## config.mk

```make
export PLATFORM = sky130hd
export DESIGN_NAME = float_to_fixed
export DESIGN_NICKNAME = d
export VERILOG_FILES = /design/src/rtl/float_to_fixed.sv
export SDC_FILE = /design/constraint.sdc
export NUM_CORES = 1
export LEC_CHECK = 0
export BUFFER_PORTS_ARGS = -buffer_cell sky130_fd_sc_hd__buf_4
export CAP_MARGIN = 20
export CORE_MARGIN = 5
export CORE_UTILIZATION = 40
export CTS_CLUSTER_DIAMETER = 50
export DETAILED_ROUTE_END_ITERATION = 6
export GPL_ROUTABILITY_DRIVEN = 1
export SLEW_MARGIN = 20
export SYNTH_ARGS = -nofsm -noshare
export SYNTH_HDL_FRONTEND = slang
export SYNTH_SLANG_ARGS = --single-unit
export TNS_END_PERCENT = 100
```

## constraint.sdc

```tcl
create_clock -name clk -period 0.8 [get_ports clk]
set_input_delay 0.12 -clock clk [delete_from_list [all_inputs] [get_ports clk]]
set_output_delay 0.12 -clock clk [all_outputs]
set_load 0.01 [all_outputs]
```

## src/rtl/float_to_fixed.sv

```systemverilog
// IEEE-754 single to signed Q(32-FRAC_BITS).FRAC_BITS converter, one registered stage.
// Define FTF_ROUND_EN for round-half-away-from-zero; the default build truncates toward zero.
module float_to_fixed #(
    parameter int unsigned FRAC_BITS = 16
) (
    input  logic        clk,
    input  logic        rst_n,
    input  logic        in_valid,
    input  logic [31:0] float,
    output logic        out_valid,
    output logic [31:0] fixed,
    output logic        ovf
);

    localparam int unsigned SIG_W = 24;
    localparam int unsigned MAG_W = 33;
    localparam int unsigned SH_W  = 10;
    localparam logic [31:0] POS_MAX = 32'h7FFF_FFFF;
    localparam logic [31:0] NEG_MAX = 32'h8000_0000;

    logic                    w_sign;
    logic [7:0]              w_exp;
    logic [22:0]             w_man;
    logic [SIG_W-1:0]        w_sig;
    logic signed [SH_W-1:0]  w_sh;
    logic [SH_W-1:0]         w_rs;
    logic [MAG_W-1:0]        w_mag_t;
    logic [MAG_W-1:0]        w_mag;
    logic                    w_big;
    logic                    w_rnd;
    logic [31:0]             w_fixed;
    logic                    w_ovf;

    logic                    r_out_valid;
    logic [31:0]             r_fixed;
    logic                    r_ovf;

    // Align the significand: left shifts past 8 always exceed 32 bits, so only flag them.
    always_comb begin
        w_sign  = float[31];
        w_exp   = float[30:23];
        w_man   = float[22:0];
        w_sig   = {1'b1, w_man};
        w_sh    = $signed({2'b00, w_exp}) - $signed(10'd150) + $signed(SH_W'(FRAC_BITS));
        w_rs    = SH_W'(-w_sh);
        w_mag_t = '0;
        w_big   = 1'b0;
        w_rnd   = 1'b0;
        if (!w_sh[SH_W-1]) begin
            if (w_sh > 10'sd8) begin
                w_big = 1'b1;
            end else begin
                w_mag_t = MAG_W'(w_sig) << w_sh[3:0];
            end
        end else if (w_rs < 10'd24) begin
            w_mag_t = MAG_W'(w_sig >> w_rs[4:0]);
        end
`ifdef FTF_ROUND_EN
        // Most significant discarded bit decides the round-up; beyond 24 it is always 0.
        if (w_sh[SH_W-1] && (w_rs <= 10'd24)) begin
            w_rnd = w_sig[5'(w_rs - 10'd1)];
        end
`endif
        w_mag = w_mag_t + MAG_W'(w_rnd);
    end

    // Classify, saturate and negate.
    always_comb begin
        w_fixed = '0;
        w_ovf   = 1'b0;
        if (w_exp == 8'h00) begin
            w_fixed = '0;
        end else if (w_exp == 8'hFF) begin
            w_ovf = 1'b1;
            if (w_man == 23'd0) begin
                w_fixed = w_sign ? NEG_MAX : POS_MAX;
            end
        end else if (!w_sign) begin
            if (w_big || (w_mag > MAG_W'(POS_MAX))) begin
                w_fixed = POS_MAX;
                w_ovf   = 1'b1;
            end else begin
                w_fixed = w_mag[31:0];
            end
        end else begin
            if (w_big || (w_mag > MAG_W'(NEG_MAX))) begin
                w_fixed = NEG_MAX;
                w_ovf   = 1'b1;
            end else begin
                w_fixed = -w_mag[31:0];
            end
        end
    end

    // Output stage: results load only on valid input, otherwise hold.
    always_ff @(posedge clk or negedge rst_n) begin
        if (!rst_n) begin
            r_out_valid <= 1'b0;
            r_fixed     <= '0;
            r_ovf       <= 1'b0;
        end else begin
            r_out_valid <= in_valid;
            if (in_valid) begin
                r_fixed <= w_fixed;
                r_ovf   <= w_ovf;
            end
        end
    end

    assign out_valid = r_out_valid;
    assign fixed     = r_fixed;
    assign ovf       = r_ovf;

endmodule

```

==> results.md, run 1 <==
- Relative slew slack: 54.4%
- Critical path's largest stage delay: 0.58 ns
- Comb pwr share: 70.7%
- RSZ-0062 raised after global routing: true
- Overall Power: 14.2 mW
- Dpl hpwl: 21600 um
- TritonCTS sink count: 34
- Root buf cell: clkbuf_16
- Layout Skew: 0 ns
- Max Cap Viol: 0
- CP endpoint kind: flop
- Remaining Overflow, GRT: 0
- Site row count: 46
- Commonest cells after routing, fill and taps aside: 346 x buf_4, 85 x nand2_1, 51 x nor2_1
- Setup crit start: float[24]
- Area delta synth->final: 60.6%
- PD cells: 1400 mW/mm^2
- Sequential fraction of the synthesis area: 13.5%
- Cts bufs inserted: 5
- Crit path cell chain: buf_8 > buf_8 > ha_4 > clkinv_8 > ha_4 > mux4_2 > mux4_2 > o21ai_4 > o22ai_2 > inv_1 > ha_2 > o21ai_2 > o21bai_4 > or4_4 > nor4_4 > buf_6 > a31oi_4 > nand2b_4 > o311ai_4
- CP Max Fanout: 6
- Detailed Routing Iterations Pass 1: 5
- Die height: 136 um
- Largest net degree at the start of global routing: 56
- CTS tree: yes
- Syn Inst Count: 782
- Hold Path Origin: in_valid
- Max Slew Vio Count: 0
- Reg2reg setup slack: -0.20 ns
- Distinct cells, synth: 94
- Crit path DAT: 4.32 ns
- Met1 routing resource usage after global routing: 39.5%
- Final worst setup slack: -3.34 ns
- Global Route Usage Sum: 29.1%
- Failing checks: negative setup slack
- Finished Core Util: 64.7%
- Die width: 136 um
- EDFF count, synth: 0
- DR vias: 7937
- Commonest non-fill, non-tap cell in the layout: buf_4
- GR peak layer: met2
- HP Class: in2reg
- Routed WL per cell: 20.3 um
- Sw Ratio: 39.9%
- #FFs+latches synth: 34
- Crit Path Class: in2reg
- Primary FF master, synth: dfrtp_1
- Clk pwr share: 13.6%
- Psw: 5.67 mW
- Initial antenna violation count: 0
- Initial core utilization: 40.3%
- Layout cells sized above 1: 48.9%
- Cell-internal power: 8.53 mW
- Post-route cell area: 0.0101 mm^2
- Final hold violations: 0
- Status: finished with violations
- Crit path max-delay family: multiplexers
- Drt drc: 0
- DRT iter0 DRCs: 641
- # nets final: 1172
- Number of port buffers: 68
- DIE AREA: 0.0184 mm^2
- Worst skew pair latency: 0.28 ns
- GRT met3 Usage: 1.11%
- Sequential power share: 15.8%
- Placed inst area: 0.00911 mm^2
- Post-synthesis net count: 828
- Yosys Warn Count: 0
- Post-Syn Area: 0.00631 mm^2
- First-pass GRT wire length: 43000 um
- Vias in the first global route: 7795
- Post-route ant nets: 0
- Clock buffer depth: 2
- Number of diodes: 0
- Worst r2r src: fixed[14]
- Fmax: 242 MHz
- Buf/Inv on CP: 5
- Peak supply drop: 0.00126 V
- Critical Path Slowest Stage Cell: or4_4
- Syn Area/Cell: 8.07 um^2
- Number of vias per cell: 5.91
- Routed WL: 27200 um
- Core area: 0.0157 mm^2
- Gpl congestion: 1.00
- Post-place setup slack: -4.11 ns
- Required time worst endpoint: 0.98 ns
- CTS clk-pin slew, worst paths: 0.05 ns
- Crit path time final: 4.14 ns
- CP Launch Type: input port
- Tightest Pin Transition: 0.684 ns
- Depth of the CTS H-tree: 2
- Crit share post-route: 517%
- Pleak: 4.60 nW
- # setup viols final: 67
- Post-synth ARST share: 100%
- Io pins: 69
- Routing usage on met2: 50.2%
flip-flops by register name, summed over array words and instances (netlist names):
register and count:
fixed 32, ovf 1, out_valid 1
layout make-up:
cell class	count	area, um^2
sequential	34	851
timing repair buffer	400	3240
fill	1345	5520
inverter	21	91.3
multi-input combinational	664	5530
clock buffer	7	143
tap	216	270
clock inverter	1	5.00
path summary, 6_finish.rpt:
check | endpoint | depth (start not counted)
max | fixed[21] | 19
min | out_valid | 2
max reg2reg | fixed[14] | 2
min reg2reg | fixed[9] | 1
max in group asynchronous | fixed[29] | 2
min in group asynchronous | fixed[3] | 2
per-stage QoR:
stage | setup TNS (ns) | hold WS [ns] | instances
floorplan | -135.48 | -0.176 | 782
global placement | -123.69 | 0.0796 | 1294
detailed placement | -130.31 | 0.0883 | 1294
CTS | -109.53 | 0.133 | 1333
global route | -116.34 | 0.143 | 1343
finish | -110.12 | 0.145 | 1343
cell usage after synthesis (5+ instances only):
library cell	number	area, um^2
o22ai_1	10	62.6
clkbuf_1	29	109
xor2_1	13	114
nand2b_1	9	56.3
mux2i_1	39	390
nand3_1	29	145
a41oi_1	5	43.8
a31oi_1	6	37.5
nor2b_1	9	56.3
or3_1	7	43.8
a21oi_1	50	250
a21o_1	12	90.1
nand4_1	7	43.8
a22o_1	7	61.3
o21ai_0	53	265
o2bb2ai_1	5	43.8
ha_1	11	138
o21a_1	6	45.0
nand2_1	86	323
a221o_1	8	80.1
nor3_1	20	100
xnor2_1	13	114
dfrtp_1	34	851
inv_1	20	75.1
mux2_2	18	203
a211oi_1	11	82.6
nor2_1	52	195
and2_1	9	56.3
mux4_2	36	811
nor4_1	11	68.8
and3_1	11	68.8
a22oi_1	8	60.1
buf_2	23	115
metal layers:
layer / wire, um / up-vias
met4: 775 / 0
li1: - / 3696
met2: 13400 / 330
met3: 1300 / 50
met5: 0 / -
met1: 11800 / 3861
what timing repair did:
item / in CTS / in global routing
pin swaps: 26 / 9
endpoints found under the hold margin: 34 / 0
buffers inserted: 30 / 10
setup endpoints to repair: 67 / 67
hold buffers: 1 / 0
resized for setup: 94 / 35
kinds of logic after synthesis:
kind of cell    share of synthesized area, %
flops                                   13.5
xor+xnor                                4.66
mux                                     22.2
fa+ha+maj                               2.18
simple gates                            22.7
compound gates                          28.6
buf+inv                                 6.11
worst register-to-register path, cell delays in order, from the launching register on:
cell     delay (ns)
dfrtp_1        0.40
buf_4          0.14
a221o_1        0.34
power groups by stage:
stage	Combinational [mW]	Clock, mW	Sequential [mW]
2_1_floorplan	4.48	0	2.32
3_3_place_gp	8.54	0	2.19
3_5_place_dp	8.66	0	2.20
4_1_cts	9.61	1.96	2.22
5_1_grt	10.7	2.03	2.27
6_report	10.0	1.93	2.24
(Power assumes the default switching activity.)
==> run 2: changes to the inputs <==
ABC_AREA = 1   (was unset)
PLACE_DENSITY = 0.62   (was unset)
SLEW_MARGIN = unset   (was 20)
==> run 2 against run 1 <==
- the flow still finishes with violations (negative setup slack)
- die area decreased by 2.4%
- largest power group unchanged
- critical path depth rose by 14
- via count increased by 9.1%
- final cell count rose by 24%
- sequential power about the same
- sequential share of layout area decreased by 0.065 points
- flip-flop and latch count unchanged
- global-route usage down 2.6 points
==> results.md, run 2 <==
- Commonest non-fill, non-tap cell in the layout: nand2_1
- Most frequent cell after synthesis: nand2_1
- Crit path time final: 3.00 ns (-1.14 ns)
- EDFF count, synth: 0 (unchanged)
- Root buf cell: clkbuf_16
- Layout Skew: 0 ns (unchanged)
- Filler instances: 1304 (-3.0%)
- Remaining Overflow, GRT: 0 (unchanged)
- Commonest cells after routing, fill and taps aside: 367 x nand2_1, 327 x buf_4, 110 x nor2_1
- Most frequent cells after synthesis: 409 x nand2_1, 129 x nor2_1, 102 x o21ai_0
- Status: finished with violations
- Multi-input combinational cell area: 0.00526 mm^2 (-4.8%)
- Crit share post-route: 375% (-140 points)
- Syn Area/Cell: 5.39 um^2 (-33%)
- Clock buffer depth: 2 (unchanged)
- Syn Inst Count: 1140 (+46%)
- Initial antenna violation count: 0 (unchanged)
- Buf/Inv on CP: 8 (+3)
- CTS tree: yes
- Critical R2R Capture: fixed[6]
- Peak supply drop: 0.000813 V (-36%)
- Primary FF master, synth: dfrtp_1
- CP Max Fanout: 6 (unchanged)
- Failing checks: negative setup slack
- Routed WL: 25200 um (-7.4%)
- PD cells: 1320 mW/mm^2 (-6.1%)
- Number of port buffers: 68 (unchanged)
- Post-route ant nets: 0 (unchanged)
- Critical path's largest stage delay: 0.32 ns (-0.26 ns)
- CTS clk-pin slew, worst paths: 0.05 ns (about the same)
- Register Area: 851 um^2 (unchanged)
- DRT iter0 DRCs: 689 (+7.5%)
- DIE AREA: 0.0180 mm^2 (-2.4%)
- Yosys Warn Count: 0 (unchanged)
- Met1 routing resource usage after global routing: 33.5% (-6.0 points)
- Crit Path Class: in2reg
- Max Cap Viol: 0 (unchanged)
- CP endpoint kind: flop
- First-pass GRT wire length: 38900 um (-9.3%)
- Largest net degree at the start of global routing: 35 (-38%)
- Number of vias per cell: 5.18 (-12%)
- Area share of the largest cell type after synthesis: 25.0% (+11 points)
- RSZ-0062 raised after global routing: true
- GRT met3 Usage: 3.34% (+2.2 points)
- Setup crit start: float[24]
- Die width: 134 um (-1.2%)
- Gpl congestion: 1.01 (+1.1%)
- CP Launch Type: input port
- Critical Path End: fixed[14]
- Dpl hpwl: 18900 um (-12%)
- Post-Syn Area: 0.00615 mm^2 (-2.5%)
- Post-place setup slack: -2.51 ns (+1.60 ns)
- GR peak layer: met2
- Worst skew pair latency: 0.28 ns (about the same)
- Cts bufs inserted: 5 (unchanged)
- Crit path max-delay family: simple AND/OR/NAND/NOR gates
- Critical Path Slowest Stage Cell: nor2_4
- Io pins: 69 (unchanged)
- Pleak: 5.45 nW (+18%)
- Reg2Reg Depth: 4 (+2)
- Worst r2r src: fixed[6]
- Core area: 0.0151 mm^2 (-3.3%)
- Post-synth ARST share: 100% (unchanged)
- Stages on worst setup path: 33 (+14)
- Initial core utilization: 40.6% (+0.30 points)
- # setup viols final: 67 (unchanged)
- Routing usage on met2: 45.1% (-5.1 points)
- Area delta synth->final: 66.0%
- Detailed Routing Iterations Pass 1: 6 (+1)
- Fin Setup TNS: -74.25 ns (+35.87 ns)
- Layout cells sized above 1: 41.6% (-7.2 points)
- Crit path DAT: 3.18 ns (-1.14 ns)
- Depth of the CTS H-tree: 2 (unchanged)
- Global Route Usage Sum: 26.5% (-2.6 points)
- Vias in the first global route: 7886 (+1.2%)
- Synth area leaders: nand2_1 25%, dfrtp_1 14%, o21ai_0 8.3%
- Relative slew slack: 56.1% (+1.7 points)
- Max reg flops: 32 (unchanged)
- TritonCTS sink count: 34 (unchanged)
- Sequential fraction of the synthesis area: 13.8% (+0.35 points)
- Fmax: 333 MHz (+38%)
- Post-synthesis net count: 1186 (+43%)
- Routed WL per cell: 15.1 um (-26%)
- Distinct cells, synth: 43 (-54%)
- Tightest Pin Transition: 0.657 ns (-0.0273 ns)
- Site row count: 45 (-2.2%)
- Final hold violations: 0 (unchanged)
- Drt drc: 0 (unchanged)
- # nets final: 1529 (+30%)
- Most used cell, CP: nand2_1
- Leading area contributor after synthesis: nand2_1
- Number of diodes: 0 (unchanged)
- Final worst setup slack: -2.20 ns (+1.14 ns)
- Required time worst endpoint: 0.98 ns (about the same)
- HP Class: in2reg
- Max Slew Vio Count: 0 (unchanged)
- Die height: 134 um (-1.2%)
- #FFs+latches synth: 34 (unchanged)
- Reg2reg setup slack: -0.08 ns (+0.12 ns)
- DR vias: 8663 (+9.1%)
-- run 2: worst min-delay path by stage --
stage                     startpoint   endpoint  cells past startpoint
after floorplan                rst_n   fixed[0]                      0
after global placement         rst_n  fixed[29]                      1
after detailed placement       rst_n  fixed[29]                      1
after CTS                   in_valid  fixed[31]                      7
after global routing        in_valid  fixed[31]                      7
final                       in_valid  fixed[31]                      7
-- run 2: worst register-to-register path, cell delays in order (launching register included) --
cell and delay, ns:
dfrtp_1 0.39, buf_4 0.14, buf_4 0.12, nand2_1 0.05, o21ai_1 0.06
-- run 2: logic make-up after synthesis --
family / synth area share, %
fa+ha+maj: 2.24
buf+inv: 10.6
simple gates: 52.2
flops: 13.8
xor+xnor: 1.85
mux: 1.79
compound gates: 17.6
-- run 2: layer usage --
| layer | wire, um | vias to the layer above |
|---|---|---|
| li1 | - | 4364 |
| met1 | 10500 | 3867 |
| met2 | 11800 | 351 |
| met3 | 1600 | 81 |
| met4 | 1370 | 0 |
| met5 | 0 | - |
-- run 2: report_power, final --
| part | internal, mW | total (mW) | switching, mW |
|---|---|---|---|
| combinational | 4.31 | 9.24 | 4.93 |
| clock | 1.23 | 1.94 | 0.704 |
| sequential | 2.03 | 2.26 | 0.224 |
| total | 7.58 | 13.4 | 5.86 |
-- run 2: repair_timing --
item	in CTS	in global routing
hold endpoints to repair	35	0
cloned	5	1
resized for setup	135	69
setup endpoints to repair	67	67
hold buffers	2	0
pin swaps	36	53
buffers inserted	39	34
-- run 2: area by class of cell --
class	count	area share (%)
well taps	188	2.30
multi-input cells	957	51.6
inverters	94	3.77
repair inverters	2	0.159
flip-flops and latches	34	8.33
repair buffers	389	32.4
clock buffers	7	1.40
clock inverters	1	0.0490
-- run 2: stage by stage --
step	util, %	std cells	hold slack [ns]	power (mW)	instance area [um^2]
3_3_place_gp	57.1	1586	0.0851	9.63	8650
5_1_grt	67.4	1672	0.369	14.3	10200
2_1_floorplan	-	1140	-0.176	6.54	6350
4_1_cts	64.2	1640	0.296	12.7	9730
6_report	67.4	1672	0.307	13.4	10200
3_5_place_dp	57.1	1586	0.0937	9.67	8650
==> run 3: changes to the inputs <==
MAX_ROUTING_LAYER = met4   (was unset)
PLACE_DENSITY = 0.66   (was 0.62)
==> run 3 against run 2 <==
- the run still ends with negative setup slack left
- power increased by 5.1%
- non-clock buffer count decreased by 17
- first-iteration DRC count increased by 22%
- combinational power about the same
- worst setup slack got worse by 0.097 ns
- via count increased by 1.3%
- die area unchanged
- final area decreased by 0.49%
- hold slack got worse by 0.026 ns
- utilization decreased by 0.33 points
- critical path depth decreased by 3
- global-route usage increased by 2.4 points
==> results.md, run 3 (synthesized netlist as in run 2, its figures left out) <==
- Status: finished with violations
- Failing checks: negative setup slack
- Root buf cell: clkbuf_16
- Initial core utilization: 40.6% (unchanged)
- Peak supply drop: 0.00123 V (+51%)
- Relative slew slack: 52.0% (-4.1 points)
- Crit share post-route: 387% (+12 points)
- Vias in the first global route: 8197 (+3.9%)
- Die height: 134 um (unchanged)
- Crit Path Class: in2reg
- Remaining Overflow, GRT: 0 (unchanged)
- Most used cell, CP: nand2_2
- Layout cells sized above 1: 40.9% (-0.74 points)
- Drt drc: 0 (unchanged)
- Max Slew Vio Count: 0 (unchanged)
- Crit path time final: 3.10 ns (+0.0973 ns)
- Fmax: 323 MHz (-3.1%)
- Post-place setup slack: -2.53 ns (-0.0225 ns)
- Critical path's largest stage delay: 0.20 ns (-0.12 ns)
- Sequential power share: 16.0% (-0.8 points)
- Clock buffer depth: 2 (unchanged)
- Final hold slack: 0.281 ns (-0.0260 ns)
- Reg2Reg Depth: 4 (unchanged)
- Layout Skew: 0 ns (unchanged)
- Depth of the CTS H-tree: 2 (unchanged)
- Critical R2R Capture: fixed[8]
- DRT iter0 DRCs: 842 (+22%)
- First-pass GRT wire length: 41200 um (+5.8%)
- Global Route Usage Sum: 28.9% (+2.4 points)
- Required time worst endpoint: 1.03 ns (+0.05 ns)
- Final hold violations: 0 (unchanged)
- PD cells: 1390 mW/mm^2 (+5.7%)
- CTS tree: yes
- Final worst setup slack: -2.30 ns (-0.0973 ns)
- TritonCTS sink count: 34 (unchanged)
- Final cell count without fillers: 1655 (-1.0%)
- Io pins: 69 (unchanged)
- Hold Path Origin: in_valid
- Largest net degree at the start of global routing: 35 (unchanged)
- Comb pwr share: 65.4% (-3.4 points)
- Number of diodes: 0 (unchanged)
- Max Cap Viol: 0 (unchanged)
- Hold path cells: 7 (unchanged)
- CP Max Fanout: 7 (+1)
- Die width: 134 um (unchanged)
- Area delta synth->final: 65.2%
- CP endpoint kind: flop
- Psw: 6.11 mW (+4.3%)
- Cell-internal power: 8.02 mW (+5.8%)
- CP Launch Type: input port
- DR vias: 8774 (+1.3%)
- Placed Cells: 1581 (-0.32%)
- # setup viols final: 67 (unchanged)
- Routed WL per cell: 15.9 um (+5.1%)
- # nets final: 1512 (-1.1%)
- Number of port buffers: 68 (unchanged)
- Sw Ratio: 43.2% (-0.36 points)
- Pleak: 5.40 nW (-0.83%)
- Overall Power: 14.1 mW (+5.1%)
- Cts bufs inserted: 5 (unchanged)
- HP Class: in2reg
- Dpl hpwl: 19200 um (+1.2%)
- Critical Path Slowest Stage Cell: nor2_4
- Worst skew pair latency: 0.28 ns (about the same)
- Commonest cells after routing, fill and taps aside: 372 x nand2_1, 311 x buf_4, 104 x nor2_1
- DIE AREA: 0.0180 mm^2 (unchanged)
- Initial antenna violation count: 0 (unchanged)
- Hold EP: fixed[31]
- Tightest Pin Transition: 0.718 ns (+0.0612 ns)
- Site row count: 45 (unchanged)
- Max reg flops: 32 (unchanged)
- Post-route ant nets: 0 (unchanged)
- Commonest non-fill, non-tap cell in the layout: nand2_1
- Reg2reg setup slack: -0.07 ns (about the same)
- Setup crit start: float[24]
- Core area: 0.0151 mm^2 (unchanged)
- Number of vias per cell: 5.30 (+2.3%)
- Routed WL: 26200 um (+4.1%)
- Detailed Routing Iterations Pass 1: 6 (unchanged)
- Clk pwr share: 18.6% (+4.2 points)
- CTS clk-pin slew, worst paths: 0.06 ns (about the same)
- Filler instances: 1298 (-0.46%)
- RSZ-0062 raised after global routing: true
- Worst r2r src: fixed[8]
- Crit path DAT: 3.33 ns (+0.15 ns)
- Gpl congestion: 1.03 (+1.8%)
run 3: worst max path at each step:
stage | cells past startpoint | end
after floorplan | 27 | fixed[25]
after global routing | 26 | fixed[19]
after global placement | 24 | fixed[4]
final | 30 | fixed[19]
after detailed placement | 28 | fixed[4]
after CTS | 31 | fixed[25]
run 3: routing by layer:
metal / vias to the layer above / track usage, % / wire [um]
met5: - / - / 0
met4: 0 / 11.8 / 1220
met3: 99 / 3.00 / 1560
met2: 338 / 48.8 / 12700
met1: 4000 / 35.3 / 10800
li1: 4337 / - / -
run 3: stage by stage:
stage                     utilization (%)  area, um^2  TNS (ns)
after floorplan                         -        6350    -70.64
after global placement               56.9        8620    -79.29
after detailed placement             56.9        8620    -80.67
after CTS                            64.8        9810    -70.90
after global routing                 67.1       10200    -83.49
final                                67.1       10200    -77.79
run 3: power groups by stage:
stage | clock [mW] | sequential [mW] | combinational, mW
3_3_place_gp | 0 | 2.20 | 7.34
4_1_cts | 2.62 | 2.25 | 8.48
2_1_floorplan | 0 | 2.36 | 4.18
6_report | 2.63 | 2.27 | 9.23
5_1_grt | 2.68 | 2.30 | 9.97
3_5_place_dp | 0 | 2.23 | 7.40
run 3: final cells by class:
| type | instances | area (um^2) | area share [%] |
|---|---|---|---|
| multi-input cells | 957 | 5320 | 52.3 |
| repair buffers | 372 | 3160 | 31.1 |
| flip-flops and latches | 34 | 851 | 8.37 |
| inverters | 94 | 385 | 3.79 |
| well taps | 188 | 235 | 2.31 |
| clock buffers | 5 | 125 | 1.23 |
| clock inverters | 3 | 68.8 | 0.677 |
| repair inverters | 2 | 18.8 | 0.185 |
run 3: what timing repair did:
item | in CTS | in global routing
gates resized for setup | 154 | 53
cloned | 5 | 0
buffers inserted | 43 | 19
hold buffers | 2 | 0
pin swaps | 54 | 27
endpoints found under the hold margin | 35 | 0
setup endpoints to repair | 67 | 67
run 3: critical path: cells and delay by family:
kind | cells | cell delay, ns
buf+inv | 8 | 0.81
fa+ha+maj | 2 | 0.33
simple gates | 19 | 1.86
compound gates | 1 | 0.16
